$ cat src/rtl/pmp_entry_sequencer_pkg.sv
// Shared types and constants for the PMP entry sequencer:
// address-matching modes, the per-entry configuration byte layout,
// CSR numbers and the WARL legalisation of a written configuration byte.
package pmp_entry_sequencer_pkg;

    typedef enum logic [1:0] {
        OFF   = 2'd0,
        TOR   = 2'd1,
        NA4   = 2'd2,
        NAPOT = 2'd3
    } pmp_mode_e;

    typedef struct packed {
        logic       l;
        logic [1:0] rsvd;
        pmp_mode_e  a;
        logic       x;
        logic       w;
        logic       r;
    } pmp_cfg_t;

    typedef enum logic [0:0] {
        IDLE = 1'b0,
        SCAN = 1'b1
    } seq_state_e;

    localparam logic [11:0] PMPCFG0_ADDR  = 12'h3A0;
    localparam logic [11:0] PMPADDR0_ADDR = 12'h3B0;
    localparam logic [29:0] MASK_ALL_ONES = 30'h3FFF_FFFF;

    // Legalise a written cfg byte: W without R is not allowed, bits 6:5 read as zero.
    function automatic pmp_cfg_t cfg_warl(input logic [7:0] b);
        pmp_cfg_t c;
        c.l    = b[7];
        c.rsvd = b[6:5] & 2'b00;
        c.a    = pmp_mode_e'(b[4:3]);
        c.x    = b[2];
        c.w    = b[1] & b[0];
        c.r    = b[0];
        return c;
    endfunction

endpackage

$ cat src/rtl/pmp_entry_sequencer_if.sv
// CSR write/read port of the PMP entry sequencer.
// master = CSR requester, slave = sequencer.
interface pmp_entry_sequencer_if;
    logic        csr_valid_i;
    logic        csr_ready_o;
    logic [11:0] csr_addr_i;
    logic [31:0] csr_wdata_i;
    logic [31:0] csr_rdata_o;

    modport master (
        output csr_valid_i,
        output csr_addr_i,
        output csr_wdata_i,
        input  csr_ready_o,
        input  csr_rdata_o
    );

    modport slave (
        input  csr_valid_i,
        input  csr_addr_i,
        input  csr_wdata_i,
        output csr_ready_o,
        output csr_rdata_o
    );
endinterface

$ cat src/rtl/pmp_entry_sequencer_napot.sv
// NAPOT range decoder: turns a pmpaddr word address into a match mask
// and the masked match base. t = number of trailing ones; mask keeps only
// bits above position t, so t >= 29 yields an all-zero mask.
module pmp_entry_sequencer_napot (
    input  logic [29:0] addr_i,
    output logic [29:0] mask_o,
    output logic [29:0] match_address_o
);

    logic [4:0] ones_s;
    logic       run_s;

    // Count trailing ones and build the mask from that count.
    always_comb begin
        ones_s = 5'd0;
        run_s  = 1'b1;
        for (int i = 0; i < 30; i++) begin
            if (run_s && addr_i[i]) begin
                ones_s = ones_s + 5'd1;
            end else begin
                run_s = 1'b0;
            end
        end
        mask_o = 30'h0;
        for (int i = 0; i < 30; i++) begin
            mask_o[i] = (5'(i) > ones_s);
        end
        match_address_o = addr_i & mask_o;
    end

endmodule

$ cat src/rtl/pmp_entry_sequencer.sv
// PMP entry sequencer: holds pmpcfg/pmpaddr state behind the CSR write port,
// re-decodes dirty entries one per cycle through a single NAPOT decoder and
// publishes the cached match table. The table is stale while table_valid_o is low.
// Optional feature macro: PMP_CSR_READ_EN (combinational CSR read-back).
module pmp_entry_sequencer
    import pmp_entry_sequencer_pkg::*;
#(
    parameter int ENTRIES = 8
) (
    input  logic                    cpu_clock_i,
    input  logic                    cpu_reset_i,
    pmp_entry_sequencer_if.slave    csr_if,
    output logic                    table_valid_o,
    output logic [2*ENTRIES-1:0]    entry_mode_o,
    output logic [4*ENTRIES-1:0]    entry_perm_o,
    output logic [30*ENTRIES-1:0]   entry_mask_o,
    output logic [30*ENTRIES-1:0]   entry_base_o
);

    localparam int IDX_W = (ENTRIES > 1) ? $clog2(ENTRIES) : 1;

    // Configuration state
    seq_state_e          state_q, state_d;
    logic [ENTRIES-1:0]  dirty_q, dirty_d;
    pmp_cfg_t            cfg_q   [ENTRIES];
    pmp_cfg_t            cfg_d   [ENTRIES];
    logic [29:0]         addr_q  [ENTRIES];
    logic [29:0]         addr_d  [ENTRIES];

    // Published table
    logic [1:0]          mode_q  [ENTRIES];
    logic [3:0]          perm_q  [ENTRIES];
    logic [29:0]         mask_q  [ENTRIES];
    logic [29:0]         base_q  [ENTRIES];

    logic                csr_accept_s;
    logic                scan_active_s;
    logic [IDX_W-1:0]    scan_idx_s;
    logic                scan_found_s;
    logic [ENTRIES:0]    tor_lock_s;
    logic [ENTRIES-1:0]  addr_locked_s;
    logic [29:0]         dec_addr_s;
    logic [29:0]         dec_mask_s;
    logic [29:0]         dec_base_s;
    logic                unused_bits_s;

    assign csr_accept_s          = csr_if.csr_valid_i && (state_q == IDLE);
    assign scan_active_s         = (state_q == SCAN) && (|dirty_q);
    assign csr_if.csr_ready_o    = (state_q == IDLE);
    assign table_valid_o         = (state_q == IDLE);

    // An address is frozen by its own lock or by a locked TOR entry right above it.
    always_comb begin
        tor_lock_s = {(ENTRIES+1){1'b0}};
        for (int k = 0; k < ENTRIES; k++) begin
            tor_lock_s[k] = cfg_q[k].l && (cfg_q[k].a == TOR);
        end
        addr_locked_s = {ENTRIES{1'b0}};
        for (int k = 0; k < ENTRIES; k++) begin
            addr_locked_s[k] = cfg_q[k].l | tor_lock_s[k+1];
        end
    end

    // Priority encoder: lowest dirty entry is scanned first.
    always_comb begin
        scan_idx_s   = {IDX_W{1'b0}};
        scan_found_s = 1'b0;
        for (int k = 0; k < ENTRIES; k++) begin
            if (dirty_q[k] && !scan_found_s) begin
                scan_idx_s   = IDX_W'(k);
                scan_found_s = 1'b1;
            end else begin
                scan_found_s = scan_found_s;
            end
        end
    end

    // CSR write decode and dirty tracking; a scan step retires one dirty bit.
    always_comb begin
        cfg_d   = cfg_q;
        addr_d  = addr_q;
        dirty_d = dirty_q;
        if (csr_accept_s) begin
            for (int k = 0; k < ENTRIES; k++) begin
                if ((csr_if.csr_addr_i == (PMPADDR0_ADDR + 12'(k))) && !addr_locked_s[k]) begin
                    addr_d[k]  = csr_if.csr_wdata_i[29:0];
                    dirty_d[k] = 1'b1;
                end else if ((csr_if.csr_addr_i == (PMPCFG0_ADDR + 12'(k / 4))) && !cfg_q[k].l) begin
                    cfg_d[k]   = cfg_warl(csr_if.csr_wdata_i[8*(k%4) +: 8]);
                    dirty_d[k] = 1'b1;
                end else begin
                    dirty_d[k] = dirty_q[k];
                end
            end
        end else if (scan_active_s) begin
            dirty_d[scan_idx_s] = 1'b0;
        end else begin
            dirty_d = dirty_q;
        end
    end

    // Next state: scan while anything is dirty, otherwise accept CSR writes.
    always_comb begin
        state_d = state_q;
        case (state_q)
            IDLE: begin
                if (|dirty_d) begin
                    state_d = SCAN;
                end else begin
                    state_d = IDLE;
                end
            end
            SCAN: begin
                if (|dirty_d) begin
                    state_d = SCAN;
                end else begin
                    state_d = IDLE;
                end
            end
            default: state_d = SCAN;
        endcase
    end

    // Configuration registers, dirty set and FSM state.
    always_ff @(posedge cpu_clock_i) begin
        if (cpu_reset_i) begin
            state_q <= SCAN;
            dirty_q <= {ENTRIES{1'b1}};
            for (int k = 0; k < ENTRIES; k++) begin
                cfg_q[k]  <= pmp_cfg_t'(8'h00);
                addr_q[k] <= 30'h0;
            end
        end else begin
            state_q <= state_d;
            dirty_q <= dirty_d;
            cfg_q   <= cfg_d;
            addr_q  <= addr_d;
        end
    end

    assign dec_addr_s = addr_q[scan_idx_s];

    pmp_entry_sequencer_napot u_napot (
        .addr_i          (dec_addr_s),
        .mask_o          (dec_mask_s),
        .match_address_o (dec_base_s)
    );

    // Table write for the entry under scan; non-NAPOT modes match the raw address.
    always_ff @(posedge cpu_clock_i) begin
        if (cpu_reset_i) begin
            for (int k = 0; k < ENTRIES; k++) begin
                mode_q[k] <= 2'b00;
                perm_q[k] <= 4'h0;
                mask_q[k] <= 30'h0;
                base_q[k] <= 30'h0;
            end
        end else if (scan_active_s) begin
            mode_q[scan_idx_s] <= cfg_q[scan_idx_s].a;
            perm_q[scan_idx_s] <= {cfg_q[scan_idx_s].l, cfg_q[scan_idx_s].x,
                                   cfg_q[scan_idx_s].w, cfg_q[scan_idx_s].r};
            if (cfg_q[scan_idx_s].a == NAPOT) begin
                mask_q[scan_idx_s] <= dec_mask_s;
                base_q[scan_idx_s] <= dec_base_s;
            end else begin
                mask_q[scan_idx_s] <= MASK_ALL_ONES;
                base_q[scan_idx_s] <= addr_q[scan_idx_s];
            end
        end
    end

    // Flatten the table onto the checker-facing buses.
    always_comb begin
        entry_mode_o = {(2*ENTRIES){1'b0}};
        entry_perm_o = {(4*ENTRIES){1'b0}};
        entry_mask_o = {(30*ENTRIES){1'b0}};
        entry_base_o = {(30*ENTRIES){1'b0}};
        for (int k = 0; k < ENTRIES; k++) begin
            entry_mode_o[2*k +: 2]   = mode_q[k];
            entry_perm_o[4*k +: 4]   = perm_q[k];
            entry_mask_o[30*k +: 30] = mask_q[k];
            entry_base_o[30*k +: 30] = base_q[k];
        end
    end

`ifdef PMP_CSR_READ_EN
    logic [31:0] rdata_s;

    // CSR read-back mux, valid in any FSM state.
    always_comb begin
        rdata_s = 32'h0;
        for (int k = 0; k < ENTRIES; k++) begin
            if (csr_if.csr_addr_i == (PMPADDR0_ADDR + 12'(k))) begin
                rdata_s = {2'b00, addr_q[k]};
            end else if (csr_if.csr_addr_i == (PMPCFG0_ADDR + 12'(k / 4))) begin
                rdata_s[8*(k%4) +: 8] = cfg_q[k];
            end else begin
                rdata_s = rdata_s;
            end
        end
    end

    assign csr_if.csr_rdata_o = rdata_s;
`else
    assign csr_if.csr_rdata_o = 32'h0;
`endif

    // Read-only and reserved bits that no logic consumes.
    always_comb begin
        unused_bits_s = ^csr_if.csr_wdata_i[31:30];
        for (int k = 0; k < ENTRIES; k++) begin
            unused_bits_s = unused_bits_s ^ (^cfg_q[k].rsvd);
        end
    end

endmodule

$ cat src/flat_wrapper.sv
// flat-port wrapper written by rule: the top's interface ports become plain ports
module pmp_entry_sequencer_flat import pmp_entry_sequencer_pkg::*;
#(
    parameter int ENTRIES = 8
)
  (cpu_clock_i, cpu_reset_i, table_valid_o, entry_mode_o, entry_perm_o, entry_mask_o, entry_base_o, csr_if_csr_valid_i, csr_if_csr_addr_i, csr_if_csr_wdata_i, csr_if_csr_ready_o, csr_if_csr_rdata_o);
  pmp_entry_sequencer_if csr_if_i ();
  input  logic cpu_clock_i;
  input  logic cpu_reset_i;
  output logic table_valid_o;
  output logic [2*ENTRIES-1:0] entry_mode_o;
  output logic [4*ENTRIES-1:0] entry_perm_o;
  output logic [30*ENTRIES-1:0] entry_mask_o;
  output logic [30*ENTRIES-1:0] entry_base_o;
  input wire logic [$bits(csr_if_i.csr_valid_i)-1:0] csr_if_csr_valid_i;
  input wire logic [$bits(csr_if_i.csr_addr_i)-1:0] csr_if_csr_addr_i;
  input wire logic [$bits(csr_if_i.csr_wdata_i)-1:0] csr_if_csr_wdata_i;
  output wire logic [$bits(csr_if_i.csr_ready_o)-1:0] csr_if_csr_ready_o;
  output wire logic [$bits(csr_if_i.csr_rdata_o)-1:0] csr_if_csr_rdata_o;
  assign csr_if_i.csr_valid_i = csr_if_csr_valid_i;
  assign csr_if_i.csr_addr_i = csr_if_csr_addr_i;
  assign csr_if_i.csr_wdata_i = csr_if_csr_wdata_i;
  assign csr_if_csr_ready_o = csr_if_i.csr_ready_o;
  assign csr_if_csr_rdata_o = csr_if_i.csr_rdata_o;
  pmp_entry_sequencer #(.ENTRIES(ENTRIES)) u_core (.cpu_clock_i(cpu_clock_i), .cpu_reset_i(cpu_reset_i), .csr_if(csr_if_i), .table_valid_o(table_valid_o), .entry_mode_o(entry_mode_o), .entry_perm_o(entry_perm_o), .entry_mask_o(entry_mask_o), .entry_base_o(entry_base_o));
endmodule
$ cat config.mk
export PLATFORM = sky130hd
export DESIGN_NAME = pmp_entry_sequencer_flat
export DESIGN_NICKNAME = d
export VERILOG_FILES = /design/src/rtl/pmp_entry_sequencer_pkg.sv /design/src/rtl/pmp_entry_sequencer_if.sv /design/src/rtl/pmp_entry_sequencer_napot.sv /design/src/rtl/pmp_entry_sequencer.sv /design/src/flat_wrapper.sv
export SDC_FILE = /design/constraint.sdc
export NUM_CORES = 1
export LEC_CHECK = 0
export CORE_MARGIN = 10
export CORE_UTILIZATION = 48
export CTS_BUF_LIST = sky130_fd_sc_hd__clkbuf_8 sky130_fd_sc_hd__clkbuf_16
export DETAILED_ROUTE_END_ITERATION = 10
export PLACE_DENSITY = 0.72
export SYNTH_ARGS = -nofsm -noshare
export SYNTH_HDL_FRONTEND = slang
export SYNTH_SLANG_ARGS = --single-unit
$ cat constraint.sdc
create_clock -name cpu_clock_i -period 18.8 [get_ports cpu_clock_i]
set_clock_uncertainty 0.15 [all_clocks]
set_input_delay 1.88 -clock cpu_clock_i [delete_from_list [all_inputs] [get_ports cpu_clock_i]]
set_output_delay 1.88 -clock cpu_clock_i [all_outputs]
set_load 0.05 [all_outputs]
==> out/results.txt <==
post-synthesis register bit count -> 825
hold_sp -> u_core.addr_q[151]$_SDFFE_PP0P_
post-synthesis sequential area ratio -> 0.606
Post-DP HPWL -> 93.0 mm
# IOs -> 609
Max clock buf depth -> 3
Worst-Skew Late Latency -> 0.65 ns
row cnt -> 100
Overflow after GRT -> 0
drt via density -> 6.00
Num CTS Buffers -> 85
final core utilization -> 0.666
Worst Hold Class -> register to register
CTS tree -> done
area grow syn2layout -> 37.7%
Final WS setup -> -0.329 ns
Warnings, synthesis -> 0
CTS H-tree depth -> 3
Mapped Cells -> 3,571
overall die width -> 294 microns
kind of critical path -> register to register
status -> complete, but fails checks
CTS Root Cell -> clkbuf_16
R2R Setup Slk -> -0.33 ns
Post-synth ARST share -> 0
RSZ-0062 raised after global routing -> yes
CP required -> 18.99 ns
vias in the first global route -> 28,900
Main synth FF type -> edfxtp_1
violated checks -> setup timing
reg-to-reg startpoint -> u_core.dirty_q[4]$_SDFF_PP1_
count of different cell masters after synthesis -> 102
GPL Wtd Cong -> 0.927
Pins Over Slew Limit -> 0
clk sinks -> 825
Worst EP arrival -> 19.32 ns
final hold violations -> 0
crit path capture -> u_core.mask_q[1][9]$_SDFFCE_PN0P_
die area -> 0.0863 sq mm
fraction of layout cells with a size suffix above 1 -> 0.175
worst slew pin tran -> 1.24 ns
# hold bufs at CTS -> 0
Pleak -> 17.4 nW
Routed WL -> 143 mm
1st-pass router iterations -> 6
clock slew at reported path FFs -> 0.06 ns
CP startpoint kind -> register
Slowest cell on crit path -> nor4_4
core area -> 0.0743 sq mm
initial antenna violation count -> 3
Worst Setup SP -> u_core.dirty_q[4]$_SDFF_PP1_
gr usage total -> 0.305
Syn Area/Cell -> 10.1 sq um
min cycle time layout -> 19.13 ns
cell repeated most along the worst path -> ha_1
Setup Viol. Count Final -> 464
via count -> 31,700
DRC viols -> 0
FF-to-FF End -> u_core.mask_q[1][9]$_SDFFCE_PN0P_
CP endpoint kind -> register
Max Cap Viol -> 0
CP max stage delay -> 0.47 ns
Initial Util -> 0.484
drt initial violations -> 4,165
Avg WL per Cell -> 27.1 microns
period utilization -> 1.02
NumNets Final -> 4,320
Mapped Area -> 0.0360 sq mm
max_slew headroom -> 0.171
pwr dens -> 84.7 mW/mm^2
Fillers -> 5,551
Max rail drop VDD -> 79.6 uV
first-pass GRT wire length -> 198 mm
largest net degree at the start of global routing -> 163
Post-synth EDFFs -> 528
# port buffers -> 575
CP Max Fanout -> 8
worst slack, placed -> -0.586 ns
path depth of the worst reg2reg path -> 99
highest clock rate -> 0.0523 GHz
setup_tns -> -96.94 ns
remaining antenna violation count -> 0
die height -> 294 microns
## area by class of cell
type / count / area (sq um) / share of cell area
diodes: 1 / 2.50 / 0.0000505
multi-input cells: 2435 / 14600 / 0.295
inverters: 35 / 134 / 0.00270
flip-flops and latches: 825 / 21800 / 0.440
well taps: 969 / 1210 / 0.0245
clock buffers: 92 / 2230 / 0.0451
clock inverters: 65 / 564 / 0.0114
repair buffers: 864 / 8940 / 0.181
## stage by stage
stage               cell area [sq um]  cells  hold WS, ns  power (mW)
finish                          49500   5286        0.301        4.20
global route                    49500   5285        0.316        4.28
CTS                             47700   5242        0.300        4.18
detailed placement              44100   5057        0.292        2.51
global placement                44100   5057        0.287        2.51
floorplan                       36500   3602        0.278        2.33
## kinds of logic (layout without fill, tap and decap cells)
group	after synthesis	count (layout)	share of synthesized area
and+or+nand+nor	1574	1574	0.190
DFF	825	825	0.606
AOI/OAI and AO/OA	693	693	0.118
buffers and inverters	342	1056	0.0434
muxes	65	65	0.0185
xor gates and xnor gates	42	42	0.0141
adders and majority gates	29	29	0.00995
other	1	33	0.000104
## state kept, by name, indices dropped and copies added (netlist names)
register,flops
u_core.mask_q,240
u_core.state_q,1
u_core.addr_q,240
u_core.perm_q,32
u_core.base_q,240
u_core.addr_locked_s,1
u_core.cfg_q,47
u_core.dirty_q,8
u_core.mode_q,16
## metal layers
metal  global-route usage  up-vias  part of all wire
li1                     -    13900                 -
met1                0.377    15300              0.35
met2                0.499     2136              0.48
met3               0.0675      386              0.11
met4                0.158        4             0.058
met5                    0        -           0.00011
## power by group
group / total (mW) / internal, mW / switching, mW
Sequential: 2.00 / 1.98 / 0.0202
Combinational: 0.500 / 0.129 / 0.371
Clock: 1.69 / 0.948 / 0.746
## cells in the mapped netlist (all sizes together), types with 10 or more instances
| cell type | count | area, sq um |
|---|---|---|
| nor2b | 18 | 113 |
| o22ai | 10 | 62.6 |
| o211ai | 18 | 135 |
| and3 | 14 | 87.6 |
| a21oi | 374 | 1900 |
| xor2 | 11 | 115 |
| nor3b | 13 | 97.6 |
| nor4 | 39 | 269 |
| a2111oi | 14 | 148 |
| inv | 35 | 131 |
| or2 | 17 | 106 |
| dfxtp | 297 | 5950 |
| nor3 | 151 | 792 |
| nand4 | 14 | 87.6 |
| nand2b | 13 | 81.3 |
| nand3 | 56 | 280 |
| nor2 | 495 | 1880 |
| mux2i | 52 | 521 |
| o21ai | 112 | 572 |
| buf | 116 | 707 |
| a31oi | 16 | 106 |
| o21bai | 16 | 120 |
| a21o | 18 | 135 |
| ha | 27 | 338 |
| and2 | 17 | 106 |
| a222oi | 20 | 200 |
| clkbuf | 191 | 721 |
| nand2 | 684 | 2570 |
| edfxtp | 528 | 15900 |
| a22oi | 12 | 90.1 |
| mux2 | 13 | 146 |
| xnor2 | 26 | 277 |
## placed cells by master (no fill, tap or decap), types with 12 or more instances in the layout
cell               n
o21ai_1           15
nand4_1           14
and3_1            13
nand3_1           51
a21oi_1          366
clkbuf_16        104
a21o_1            14
nor2_4            98
buf_4            202
conb_1            32
o21ai_0           92
inv_1             53
edfxtp_1         528
o211ai_1          18
a22oi_1           12
nor3_1           104
buf_12            38
clkdlybuf4s50_1  574
nor2_2            16
dfxtp_1          293
nor3_4            22
xnor2_1           21
mux2i_1           50
ha_1              14
nor2_1           381
nor3_2            25
nand2_1          673
buf_6             23
ha_4              12
or2_2             14
nor4_1            25
a222oi_1          20
and2_1            15
clkinv_2          17
## worst min path at each step
stage                                 endpoint  slack [ns]  depth (start not counted)
2_1_floorplan  u_core.addr_q[120]$_SDFFE_PP0P_        0.28                          2
5_1_grt        u_core.addr_q[184]$_SDFFE_PP0P_        0.32                          2
3_3_place_gp   u_core.addr_q[223]$_SDFFE_PP0P_        0.29                          2
6_report       u_core.addr_q[151]$_SDFFE_PP0P_        0.30                          2
4_1_cts        u_core.addr_q[230]$_SDFFE_PP0P_        0.30                          2
3_5_place_dp   u_core.addr_q[151]$_SDFFE_PP0P_        0.29                          2
## worst max-delay path: cells and delay by family, from the launching register on
family          cells  cell delay (ns)
flops               1             0.35
simple gates       26             3.23
mux                12             2.19
fa+ha+maj          26             6.91
compound gates     29             4.78
buf+inv             5             0.79
xor+xnor            1             0.34
## repair_timing
action / in CTS / in global routing
setup endpoints to repair: 464 / 464
resized for setup: 101 / 264
pin swaps: 43 / 69
gates cloned: 6 / 23
buffers inserted: 24 / 24
(Power assumes the default switching activity.)
